### config.mk
export PLATFORM = sky130hd
export DESIGN_NAME = free_play_ctrl
export DESIGN_NICKNAME = d
export VERILOG_FILES = /design/src/rtl/free_play_ctrl.sv
export SDC_FILE = /design/constraint.sdc
export NUM_CORES = 1
export LEC_CHECK = 0
export CORE_MARGIN = 2
export CORE_UTILIZATION = 35
export DETAILED_ROUTE_END_ITERATION = 16
export DONT_BUFFER_PORTS = 1
export PLACE_DENSITY = 0.53
export SYNTH_ARGS = -nofsm -noshare
export SYNTH_HDL_FRONTEND = slang
export SYNTH_SLANG_ARGS = --single-unit
### constraint.sdc
create_clock -name clk -period 13.3 [get_ports clk]
set_input_delay 1.995 -clock clk [delete_from_list [all_inputs] [get_ports clk]]
set_output_delay 1.995 -clock clk [all_outputs]
set_load 0.01 [all_outputs]
### src/rtl/free_play_ctrl.sv
// free_play_ctrl: free-play front end for the organ.
// Every raw key and octave button is synchronised and debounced. The debounced
// buttons step a saturating octave register. The debounced keys drive a monophonic
// note tracker with last-pressed priority, legato fallback and optional timed sustain.
// All outputs are registered.
module free_play_ctrl #(
    parameter int NUM_KEYS       = 8,
    parameter int KEY_W          = 3,
    parameter int OCT_W          = 2,
    parameter int OCT_MAX        = 2,
    parameter int OCT_DEFAULT    = 1,
    parameter int DEB_CNT        = 100000,
    parameter int SUSTAIN_CYCLES = 5000000
) (
    input  logic                clk,
    input  logic                rst,
    input  logic [NUM_KEYS-1:0] keys_raw,
    input  logic                btn_up,
    input  logic                btn_center,
    input  logic                btn_down,
    input  logic                sustain_en,
    output logic [NUM_KEYS-1:0] note_vector,
    output logic [KEY_W-1:0]    note_idx,
    output logic                note_on,
    output logic                strike,
    output logic [OCT_W-1:0]    octave
);

    // Debounced inputs: keys in the low bits, then up, centre, down.
    localparam int NIN   = NUM_KEYS + 3;
    localparam int CNT_W = $clog2(DEB_CNT + 1);
    localparam int SUS_W = $clog2(SUSTAIN_CYCLES + 1);

    localparam logic [1:0] ST_IDLE = 2'd0;
    localparam logic [1:0] ST_PLAY = 2'd1;
    localparam logic [1:0] ST_SUS  = 2'd2;

    logic [NIN-1:0]      raw_all;
    logic [NIN-1:0]      sync1;
    logic [NIN-1:0]      sync2;
    logic [NIN-1:0]      stable;
    logic [NIN-1:0]      stable_d;
    logic [NIN-1:0]      rise;
    logic [CNT_W-1:0]    deb_cnt [NIN];
    logic                sus_sync1;
    logic                sus_sync2;

    logic [NUM_KEYS-1:0] key_rise;
    logic [NUM_KEYS-1:0] key_held;
    logic                up_rise;
    logic                ctr_rise;
    logic                dn_rise;

    logic [1:0]          state;
    logic [1:0]          state_next;
    logic [KEY_W-1:0]    idx_next;
    logic                strike_next;
    logic [SUS_W-1:0]    sus_cnt;
    logic [SUS_W-1:0]    sus_next;
    logic [OCT_W-1:0]    oct_next;

    // Lowest set bit of a key vector; 0 when the vector is empty.
    function automatic logic [KEY_W-1:0] lowest_idx(input logic [NUM_KEYS-1:0] v);
        logic [KEY_W-1:0] r;
        r = {KEY_W{1'b0}};
        for (int i = NUM_KEYS - 1; i >= 0; i--) begin
            if (v[i]) begin
                r = KEY_W'(i);
            end
        end
        return r;
    endfunction

    assign raw_all  = {btn_down, btn_center, btn_up, keys_raw};
    assign rise     = stable & ~stable_d;
    assign key_rise = rise[NUM_KEYS-1:0];
    assign key_held = stable[NUM_KEYS-1:0];
    assign up_rise  = rise[NUM_KEYS];
    assign ctr_rise = rise[NUM_KEYS+1];
    assign dn_rise  = rise[NUM_KEYS+2];

    // Two-flop synchronisers for every raw input, including sustain_en.
    always_ff @(posedge clk or posedge rst) begin
        if (rst) begin
            sync1     <= {NIN{1'b0}};
            sync2     <= {NIN{1'b0}};
            sus_sync1 <= 1'b0;
            sus_sync2 <= 1'b0;
        end else begin
            sync1     <= raw_all;
            sync2     <= sync1;
            sus_sync1 <= sustain_en;
            sus_sync2 <= sus_sync1;
        end
    end

    // Per-input debounce: accept a new value only after DEB_CNT consecutive differing cycles.
    always_ff @(posedge clk or posedge rst) begin
        if (rst) begin
            stable   <= {NIN{1'b0}};
            stable_d <= {NIN{1'b0}};
            for (int i = 0; i < NIN; i++) begin
                deb_cnt[i] <= {CNT_W{1'b0}};
            end
        end else begin
            stable_d <= stable;
            for (int i = 0; i < NIN; i++) begin
                if (sync2[i] == stable[i]) begin
                    deb_cnt[i] <= {CNT_W{1'b0}};
                end else if (deb_cnt[i] == CNT_W'(DEB_CNT - 1)) begin
                    stable[i]  <= sync2[i];
                    deb_cnt[i] <= {CNT_W{1'b0}};
                end else begin
                    deb_cnt[i] <= deb_cnt[i] + {{(CNT_W-1){1'b0}}, 1'b1};
                end
            end
        end
    end

    // Next octave from debounced button edges; centre wins, up+down together cancel.
    always_comb begin
        oct_next = octave;
        if (ctr_rise) begin
            oct_next = OCT_W'(OCT_DEFAULT);
        end else if (up_rise && !dn_rise) begin
            if (octave == OCT_W'(OCT_MAX)) begin
                oct_next = octave;
            end else begin
                oct_next = octave + {{(OCT_W-1){1'b0}}, 1'b1};
            end
        end else if (dn_rise && !up_rise) begin
            if (octave == {OCT_W{1'b0}}) begin
                oct_next = octave;
            end else begin
                oct_next = octave - {{(OCT_W-1){1'b0}}, 1'b1};
            end
        end else begin
            oct_next = octave;
        end
    end

    // Note tracker next state: a new key attack always wins, then legato, sustain and timeout.
    always_comb begin
        state_next  = state;
        idx_next    = note_idx;
        strike_next = 1'b0;
        sus_next    = sus_cnt;
        if (|key_rise) begin
            state_next  = ST_PLAY;
            idx_next    = lowest_idx(key_rise);
            strike_next = 1'b1;
        end else begin
            case (state)
                ST_IDLE: begin
                    state_next = ST_IDLE;
                end
                ST_PLAY: begin
                    if (key_held[note_idx]) begin
                        state_next = ST_PLAY;
                    end else if (|key_held) begin
                        idx_next = lowest_idx(key_held);
                    end else if (sus_sync2) begin
                        state_next = ST_SUS;
                        sus_next   = SUS_W'(SUSTAIN_CYCLES - 1);
                    end else begin
                        state_next = ST_IDLE;
                    end
                end
                ST_SUS: begin
                    if (!sus_sync2) begin
                        state_next = ST_IDLE;
                    end else if (sus_cnt == {SUS_W{1'b0}}) begin
                        state_next = ST_IDLE;
                    end else begin
                        sus_next = sus_cnt - {{(SUS_W-1){1'b0}}, 1'b1};
                    end
                end
                default: begin
                    state_next = ST_IDLE;
                end
            endcase
        end
    end

    // State, counters and all registered outputs.
    always_ff @(posedge clk or posedge rst) begin
        if (rst) begin
            state       <= ST_IDLE;
            sus_cnt     <= {SUS_W{1'b0}};
            note_idx    <= {KEY_W{1'b0}};
            note_on     <= 1'b0;
            strike      <= 1'b0;
            note_vector <= {NUM_KEYS{1'b0}};
            octave      <= OCT_W'(OCT_DEFAULT);
        end else begin
            state    <= state_next;
            sus_cnt  <= sus_next;
            note_idx <= idx_next;
            strike   <= strike_next;
            octave   <= oct_next;
            if (state_next != ST_IDLE) begin
                note_on     <= 1'b1;
                note_vector <= {{(NUM_KEYS-1){1'b0}}, 1'b1} << idx_next;
            end else begin
                note_on     <= 1'b0;
                note_vector <= {NUM_KEYS{1'b0}};
            end
        end
    end

endmodule
Word-level counts from Yosys, hierarchy flattened. Index checks and enable logic that the tools add are counted.

Input bits: 14. Bits in registers: 273.

Bitwise logic cells: 14. Shifts and indexed selects: 1. $add $sub $neg: 14. Muxes and demuxes: 65. Reduce and logical (&&, ||, !) cells: 24. Equal/unequal tests: 32. $lt $le $gt $ge: 1.

Operators by type and width (count): $mux 17 (22); $add 17x1->17 const B (11); $eq 17x17->1 const B (11); $mux 23 (5); $mux 3 (20); $pmux 23 s2 (1); $logic_not 23->1 (1); $sub 23x1->23 const B (1); $mux 2 (11); $reduce_and 2->1 (11); $reduce_or 8->1 (2); $not 1->1 (12); $and 11x11->11 (1); $eq 1x1->1 (11); $not 11->11 (1); $ne 2x2->1 const B (5); $mux 8 (1); $shl 1x3->8 const A (1); $reduce_and 7->1 (1); $ne 3x3->1 const B (2); $eq 2x2->1 const B (2); $lt 3x4->1 const B (1); $pmux 2 s2 (1); $reduce_bool 2->1 (2); 10 further kinds (14).

Longest topological paths before layout.
Word-level depth: 14. Gate-level depth with buffers: 10. Mapped depth without buffers: 9.

Worst setup path before layout. Ideal clock, no wire load.

Path type: register -> output. Start point: reg octave[0]. End point: out octave[0]. Required time: 11305 ps. Arrival: 577 ps. Stages on the path, launching flop included: 1. Path slack: 10728 ps. Cell sequence: dfstp_2.

RTL lines: start, declared (line 26) `output logic [OCT_W-1:0] octave`; start signal, assigned (line 194) `octave <= OCT_W'(OCT_DEFAULT);`; start signal, assigned (line 200) `octave <= oct_next;`.

No word-level cell between the ends.

==> results by group <==
Critical path
  – Crit end category: async pin
  – Crit start category: input pin
  – Reg2Reg Depth: 6
  – Kind of critical path: in -> async
  – Terminus of the critical flop-to-flop path: sus_cnt[7]$_DFFE_PP0P_
  – Reg2reg setup slack: 10380 ps
  – WP data required: 13860 ps
  – FF-to-FF Start: stable[2]$_DFFE_PP0P_
  – Crit path DAT: 4300 ps
  – Worst Path Max Fanout: 129

Clock tree
  – Number of post-CTS setup repair buffers: 0
  – Max Root-Sink Buffers: 3
  – CTS tree: yes
  – Root Driver: clkbuf_16
  – CTS Sinks: 273
  – Register clock-pin slew on the reported worst setup and hold paths: 60 ps
  – Hold_buf cts: 0
  – Cts repair resizes: 0
  – Skew-Pair Late Insertion Delay: 540 ps
  – CTS HTree Levels: 1
  – Num CTS Buffers: 31

Pwr
  – Max IR drop VDD: 116 uV
  – Power Internal: 1.43 mW
  – Sw frac: 0.207
  – Switch Pwr: 373 uW
  – Sequential share of power: 0.474
  – Leakage: 6.29 nW
  – Cell Pwr Density: 126 nW/um^2
  – Power share of the clock group: 0.503
  – Comb pwr share: 0.023

Timing
  – Fin crit period: 3740 ps
  – Setup-failing EPs final: 0
  – Final hold vios: 0
  – Peak Freq: 267 MHz
  – TNS Setup: 0 ps
  – Fin crit share: 0.281
  – Slew HR: 0.325
  – Setup skew after layout: 8.16 ps
  – Fin. max-slew vios: 0
  – RSZ-0062 raised after global routing: no
  – Slew @ Worst Pin: 1010 ps

Global route
  – Vias in the first global route: 8471
  – Global-route wire length before repair: 41.3 mm
  – GRT Total Usage: 0.127
  – Largest net degree at the start of global routing: 130
  – Antenna violations before repair: 2
  – Gr ovfl total: 0

Status
  – Outcome: finished clean

Floorplan
  – I/O pin total: 29
  – CORE AREA: 35700 sq um
  – Initial Utilization: 0.356
  – DIE HEIGHT: 195 um
  – Die area: 37800 sq um
  – DIE WIDTH: 195 um
  – Cell Rows: 69

Synth
  – Top cell type's share of synthesized area: 0.536
  – Distinct cells, synth: 70
  – Sequential share of the synthesized area: 0.538
  – Synth Flop Type: dfrtp_1
  – FF+latch count, synth: 273
  – Syn Nets: 1282
  – Number of flops mapped to enable cells by yosys: 0
  – Synth top area cells: dfrtp_1 (54%), xor2_1 (7.9%), nor2_1 (7.1%), xnor2_1 (4.2%), nand2_1 (3.0%)
  – Cell taking the most area after synthesis: dfrtp_1
  – Fraction of registers with async set/reset: 1.00
  – Post-Syn Area per Cell: 10.1 sq um
  – Mapped Cells: 1254
  – YS warnings: 0
  – Mapped cell area: 12700 sq um

Detailed routing
  – Iteration-0 DRC Markers: 418
  – Drt total wl: 23.3 mm
  – Initial DRT Pass Iterations: 4
  – Final ANT Viol Nets: 0
  – Via density: 4.87
  – Residual DRC: 0
  – Total number of vias: 8483
  – Routed len/inst: 13.4 um

Place
  – Cells after DPL: 1688
  – Input/output buffers: 0
  – Detail Placement HPWL: 15.2 mm
  – GP Congestion: 0.759

Layout
  – Core Util, Final: 0.400
  – Post-route non-filler standard cell count: 1743
  – Most frequent cells in the layout: dfrtp_1 (272), nor2_1 (239), xor2_1 (115), nand2_1 (103), nand3_1 (75)
  – Most common cell after layout, fill and taps aside: dfrtp_1
  – Nets: 1288
  – Share of cells above drive strength 1: 0.0741
  – N_diodes: 0
  – Area grow syn2layout: 12.2%

Worst hold path
  – Hold Crit Class: reg -> reg
  – Hold EP: sync2[9]$_DFF_PP0_
  – Hold path start: sync1[9]$_DFF_PP0_
  – Hold Path Stages: 0

Run
  – Max Cap Violations: 0
==> Yosys cell counts (8+ instances only) <==
master,instances
dfrtp_1,272
nor2_1,239
xor2_1,115
nand2_1,103
nand3_1,75
xnor2_1,61
nor3_1,45
nand4_1,40
inv_1,31
and3_1,25
clkbuf_1,19
o21ai_0,18
a21oi_1,16
and4_1,14
ha_1,14
nand2b_1,13
and2_1,11
mux2_2,11
nor4b_1,10
a31oi_1,8
==> power by group through the flow <==
stage | clock network (mW) | registers, mW | logic, mW
after floorplan | 0 | 0.865 | 0.0352
after global placement | 0 | 0.868 | 0.0442
after detailed placement | 0 | 0.868 | 0.0445
after CTS | 0.939 | 0.853 | 0.0447
after global routing | 0.973 | 0.855 | 0.0510
final | 0.905 | 0.853 | 0.0421
==> layer usage <==
metal,routed length (um),global-route usage,share of wire
met3,680,0.0203,0.029
met5,12,0,0.00052
met2,10500,0.205,0.45
met1,11600,0.177,0.50
met4,523,0.0322,0.022
==> logic make-up after synthesis <==
family,Yosys count,share of synthesized area
xor+xnor,176,0.121
compound gates,89,0.0492
fa+ha+maj,14,0.0138
flops,273,0.538
simple gates,627,0.242
mux,15,0.0142
buf+inv,60,0.0218
==> how the worst max path moves through the flow <==
stage               start                        to  slack [ps]  cells after the start
finish                rst     deb_cnt[74]$_DFF_PP0_        9560                      3
global route          rst     deb_cnt[81]$_DFF_PP0_        9040                      3
CTS                   rst        sync1[7]$_DFF_PP0_        9330                      3
detailed placement    rst  note_vector[6]$_DFF_PP0_        8730                      3
global placement      rst     deb_cnt[51]$_DFF_PP0_        8770                      3
floorplan             rst      deb_cnt[0]$_DFF_PP0_        3780                      1
==> sequential cells by signal, indices dropped and copies added, names as in the netlist <==
signal       cells
deb_cnt        187
note_idx         3
note_on          1
note_vector      8
octave           2
stable          11
stable_d        11
state            2
strike           1
sus_cnt         23
sus_sync1        1
sus_sync2        1
sync1           11
sync2           11
==> critical path, stage by stage <==
cell and delay, ps:
inv_8 530, buf_4 850, buf_4 800
==> cell type report <==
type / instances / area, sq um
Fill cell: 3511 / 21400
Sequential cell: 273 / 6830
Multi-Input combinational cell: 921 / 5590
Clock buffer: 44 / 925
Tap cell: 461 / 577
Clock inverter: 11 / 183
Inverter: 31 / 124
Timing Repair Buffer: 2 / 15.0
==> stage by stage <==
stage	power [mW]	instance area (sq um)	setup slack, ps	hold WS [ps]
floorplan	0.901	12700	3780	331
global placement	0.912	13100	8770	332
detailed placement	0.913	13100	8730	336
CTS	1.84	14200	9330	347
global route	1.88	14200	9040	355
finish	1.80	14200	9560	345
(Power assumes the default switching activity.)
